File: config.mk
export PLATFORM = sky130hd
export DESIGN_NAME = branch_pc_unit
export DESIGN_NICKNAME = d
export VERILOG_FILES = /design/src/rtl/cpu_pkg.sv /design/src/rtl/pc_register.sv /design/src/rtl/branch_pc_unit.sv
export SDC_FILE = /design/constraint.sdc
export NUM_CORES = 1
export LEC_CHECK = 0
export ABC_AREA = 1
export BUFFER_PORTS_ARGS = -buffer_cell sky130_fd_sc_hd__buf_2
export CAP_MARGIN = 5
export CELL_PAD_IN_SITES_DETAIL_PLACEMENT = 0
export CELL_PAD_IN_SITES_GLOBAL_PLACEMENT = 1
export CORE_MARGIN = 10
export CORE_UTILIZATION = 42
export DETAILED_ROUTE_END_ITERATION = 12
export GPL_TIMING_DRIVEN = 0
export HOLD_SLACK_MARGIN = 0.12
export PLACE_DENSITY = 0.83
export RECOVER_POWER = 100
export SYNTH_ARGS = -nofsm -noshare
export SYNTH_HDL_FRONTEND = slang
export SYNTH_SLANG_ARGS = --single-unit
File: constraint.sdc
create_clock -name clk -period 3.51 [get_ports clk]
set_clock_uncertainty 0.2 [all_clocks]
set_input_delay 0.351 -clock clk [delete_from_list [all_inputs] [get_ports clk]]
set_output_delay 0.351 -clock clk [all_outputs]
set_load 0.05 [all_outputs]
File: src/rtl/cpu_pkg.sv
// Shared types and widths for the branch/PC datapath.
package cpu_pkg;

   localparam int PC_W   = 32;
   localparam int DISP_W = 19;

   typedef enum logic [1:0] {
      IDLE,
      EVAL,
      SAMPLE,
      COMMIT
   } state_t;

   // Sign-extend a branch displacement to PC width
   function automatic logic [PC_W-1:0] sext32(input logic [DISP_W-1:0] d);
      return {{(PC_W-DISP_W){d[DISP_W-1]}}, d};
   endfunction

endpackage

File: src/rtl/pc_register.sv
// Program counter register: increment by one or add a sign-extended displacement.
module pc_register
   import cpu_pkg::*;
(
   input  logic              clk,
   input  logic              clear,
   input  logic              inc,
   input  logic              load,
   input  logic [DISP_W-1:0] disp,
   output logic [PC_W-1:0]   pc
);

   // inc and load are never asserted together by the controlling FSM
   always_ff @(posedge clk or negedge clear) begin
      if (!clear) begin
         pc <= '0;
      end else if (load) begin
         pc <= pc + sext32(disp);
      end else if (inc) begin
         pc <= pc + {{(PC_W-1){1'b0}}, 1'b1};
      end
   end

endmodule

File: src/rtl/branch_pc_unit.sv
// Branch sequencing FSM (IDLE/EVAL/SAMPLE/COMMIT) driving the PC register.
// Optional BRANCH_STATS_EN adds saturating branch counters br_total/br_taken.
module branch_pc_unit
   import cpu_pkg::*;
(
   input  logic              clk,
   input  logic              clear,
   input  logic              start,
   input  logic [DISP_W-1:0] ir_c,
   input  logic              pc_inc,
   input  logic              con_in,
   output logic              con_en,
   output logic [PC_W-1:0]   pc,
   output logic              busy,
   output logic              done,
   output logic              taken,
   output logic              err
`ifdef BRANCH_STATS_EN
   ,
   output logic [15:0]       br_total,
   output logic [15:0]       br_taken
`endif
);

   state_t            state;
   logic [DISP_W-1:0] ir_q;
   logic              taken_q;
   logic              pc_load;
   logic              pc_step;

   assign busy    = (state != IDLE);
   assign taken   = taken_q;
   assign pc_step = pc_inc && (state == IDLE);
   assign pc_load = (state == COMMIT) && taken_q;

   // taken_q is only non-zero in COMMIT, so it doubles as the taken output
   always_ff @(posedge clk or negedge clear) begin
      if (!clear) begin
         state   <= IDLE;
         ir_q    <= '0;
         taken_q <= 1'b0;
         con_en  <= 1'b0;
         done    <= 1'b0;
         err     <= 1'b0;
      end else begin
         con_en <= 1'b0;
         done   <= 1'b0;
         if ((start || pc_inc) && (state != IDLE)) begin
            err <= 1'b1;
         end
         case (state)
            IDLE: begin
               if (start) begin
                  ir_q   <= ir_c;
                  con_en <= 1'b1;
                  state  <= EVAL;
               end
            end
            EVAL: begin
               state <= SAMPLE;
            end
            SAMPLE: begin
               taken_q <= con_in;
               done    <= 1'b1;
               state   <= COMMIT;
            end
            COMMIT: begin
               taken_q <= 1'b0;
               state   <= IDLE;
            end
            default: begin
               state <= IDLE;
            end
         endcase
      end
   end

   pc_register u_pc (
      .clk   (clk),
      .clear (clear),
      .inc   (pc_step),
      .load  (pc_load),
      .disp  (ir_q),
      .pc    (pc)
   );

`ifdef BRANCH_STATS_EN
   always_ff @(posedge clk or negedge clear) begin
      if (!clear) begin
         br_total <= '0;
         br_taken <= '0;
      end else if (state == COMMIT) begin
         if (br_total != '1) begin
            br_total <= br_total + 16'd1;
         end
         if (taken_q && (br_taken != '1)) begin
            br_taken <= br_taken + 16'd1;
         end
      end
   end
`endif

endmodule

==> flow_summary_export.csv <==
group,metric,value,unit
timing,holdWs,0.2864,ns
timing,hold_violations,0,
setup_path,crit_top_cell,"nand2_1",
setup_path,worstSetupEndpoint,"u_pc.pc[28]",
hold_path,hold_depth,1,
detailed_routing,ant_nets,0,
timing,tns,0,ns
clocking,h-tree-depth,3,
timing,timing.final.crit_share,92.39,%
setup_path,crit_path_max_fanout,10,
finish,drive_gt1_share,11.24,%
detailed_routing,wl,14210,µm
detailed_routing,drc,0,
power,ir_drop,434.4,µV
setup_path,arrival,3.35,ns
yosys,synth_warnings,0,
clocking,cts_buffer_depth,2,
finish,layout_common_cells,"nand2_1 (229), inv_1 (94), dfrtp_1 (57)",
setup_path,cp-end-kind,"flop",
yosys,ys.flop_type,"dfrtp_1",
die,initial_core_util,42.81,%
placement,pre_cts_ws,0.1436,ns
global_routing,grtUsageTotal,18.28,%
finish,final_area,5513,µm²
setup_path,path_cells,"ha_1 > buf_6 > nand2_2 > buf_6 > or2_2 > ha_1 > fa_2 > nand2_1 > nand2_1 > nand2_1 > nor2_1 > nor2_1 > nor2_2 > nand2_1 > nand3_1 > nand2_1 > nand3_1 > nand2_1",
yosys,synthArstFlopShare,100.0,%
global_routing,grt_max_degree,30,
power,cellPowerDensity,777.5,nW/µm²
finish,final_common_cell,"nand2_1",
die,ios,61,
yosys,synth_xor_area_share,3.412,%
hold_path,hp-start,"err",
die,dieHeight,124.9,µm
placement,hpwl,11230,µm
timing,worstMarginPinSlew,1.632,ns
global_routing,grt_pass1_vias,4533,
timing,period_minus_slack,3.243,ns
clocking,clkSinkCount,57,
power,power.internal,2.008,mW
clocking,cts-root-buf,"clkbuf_8",
status,failed_checks,"max-capacitance violations, max-slew violations",
power,clockPowerShare,16.3,%
job,drv_cap,1,
setup_path,start_kind,"flop",
placement,io_buffers,60,
power,pwr-share-comb,57.8,%
timing,slew_viol_final,30,
die,coreArea,10790,µm²
timing,finalWorstSetupSlack,0.2670,ns
global_routing,grt_pass1_wl,23440,µm
setup_path,startpoint,"state[1]",
timing,relSlewSlack,-8.797,%
setup_path,r2r_start,"state[1]",
setup_path,cpPeakStageDelay,0.42,ns
yosys,avgSynthCellArea,6.687,µm²
timing,rsz0062_at_grt,"false",
detailed_routing,wl_per_cell,15.25,µm
setup_path,r2r_slack,0.27,ns
yosys,synth_top_family_by_area,"simple AND/OR/NAND/NOR gates",
yosys,synthMuxAreaShare,0,%
global_routing,overflow,0,
setup_path,cp_top_family,"simple AND/OR/NAND/NOR gates",
timing,finalSetupViolCount,0,
detailed_routing,drt_iter0_markers,349,
yosys,netlist_instances,691,
finish,fin_nets,835,
yosys,ys_seq_elements,57,
power,switching_power,2.278,mW
detailed_routing,vias,4598,
die,std_cell_rows,38,
placement,placed_cell_area,5116,µm²
yosys,ys_seq_area_share,30.87,%
power,power,4.286,mW
global_routing,antenna_found_initial,0,
setup_path,cp.required,3.61,ns
yosys,synthAdderAreaFrac,6.390,%
status,status,"complete, but fails checks",
detailed_routing,firstDrtPassIters,5,
detailed_routing,via_per_inst,4.933,
die,die_w,124.9,µm
setup_path,cp.depth,18,
power,seq_power_share,25.9,%
power,switching_share,53.14,%
power,power_leakage,2.844,nW
hold_path,hp-class,"flop to flop",
setup_path,cp_slowest_cell,"fa_2",
yosys,synth_area,4621,µm²
clocking,clk_pin_slew,0.07,ns
yosys,synth_cell_types,35,
finish,syn2layout_area_growth,19.31,%
timing,fmax,0.3084,GHz
yosys,synth_compound_area_share,10.51,%
yosys,synthesis.nets,738,
finish,n_antenna_cell,0,
setup_path,crit_type,"flop to flop",
yosys,synth_edf_count,0,
clocking,cts_made_buffers,9,
placement,gp_congestion,0.9146,
die,die-area,15600,µm²
clocking,clk_latency,0.36,ns
setup_path,rr_worst_depth,18,
clocking,cts_tree,"yes",
setup_path,critPathBufInv,2,
yosys,yosys.area_share.simple,38.21,%
setup_path,rr_endpoint,"u_pc.pc[28]",
## power groups by stage
stage / sequential (mW) / combinational [mW] / clock [mW]
finish: 1.11 / 2.48 / 0.697
CTS: 1.10 / 2.55 / 0.711
detailed placement: 1.11 / 2.51 / 0
floorplan: 1.58 / 1.39 / 0
global route: 1.15 / 2.75 / 0.741
global placement: 1.11 / 2.48 / 0
## flip-flops by register name, indices dropped and copies added, names as in the netlist
signal	flops
state	2
ir_q	19
u_pc.pc	32
err	1
done	1
taken	1
con_en	1
## stage by stage
step / utilization, % / cells
after floorplan: - / 691
after global placement: 47.22 / 891
after detailed placement: 47.40 / 892
after CTS: 51.67 / 932
after global routing: 51.08 / 932
final: 51.08 / 932
## per-layer routing
| layer | share of wire (%) | GRT usage, % | wire length, µm |
|---|---|---|---|
| met1 | 49 | 23.85 | 6894 |
| met2 | 46 | 29.19 | 6485 |
| met3 | 4.8 | 4.426 | 677 |
| met4 | 1.1 | 5.488 | 156 |
| met5 | 0 | 0 | 0 |
## cell families after synthesis
group	after synthesis
DFF	57
and+or+nand+nor	391
AOI/OAI and AO/OA	85
adders and majority gates	23
xor gates and xnor gates	18
buffers and inverters	117
## cells in the mapped netlist, types with 5 or more instances
cell      instances  share of area, %
nand2_1         229                19
inv_1            94               7.6
o21ai_0          42               4.5
ha_1             22               6.0
a41oi_1          10               1.9
nor2_1           55               4.5
clkbuf_1         11              0.89
xor2_1           10               1.9
nor2_2            6              0.81
nor2_4            7               1.7
buf_6             5               1.2
dfrtp_1          57                31
nand3_1          43               4.7
a21oi_1          20               2.2
nand2_2          16               2.2
nand4_1          19               2.6
xnor2_1           8               1.5
## final cells by class
cell class	instances	area [µm²]
timing repair buffer	86	506.7
tap	140	175.2
fill	1185	5280
clock inverter	3	65.06
clock buffer	12	145.1
sequential	57	1426
buffer	21	127.6
multi-input combinational	517	2706
inverter	96	360.3
## worst reg2reg max path, cell delays in order (launching register included)
cell	delay, ns
dfrtp_1	0.38
ha_1	0.17
buf_6	0.13
nand2_2	0.06
buf_6	0.15
or2_2	0.28
ha_1	0.25
fa_2	0.42
nand2_1	0.09
nand2_1	0.07
nand2_1	0.12
nor2_1	0.07
nor2_1	0.25
nor2_2	0.12
nand2_1	0.10
nand3_1	0.08
nand2_1	0.06
nand3_1	0.09
nand2_1	0.09
## worst min-delay path by stage
stage	end
finish	err
global route	err
CTS	err
detailed placement	ir_q[6]
global placement	err
floorplan	con_en
## what timing repair did
item                       4_1_cts  5_1_grt
setup endpoints to repair        0       10
hold endpoints to repair        50        0
resized for setup                0        4
hold buffers                    25        0
buffers inserted                 0        0
No activity file was read; power rests on OpenSTA's default activity.
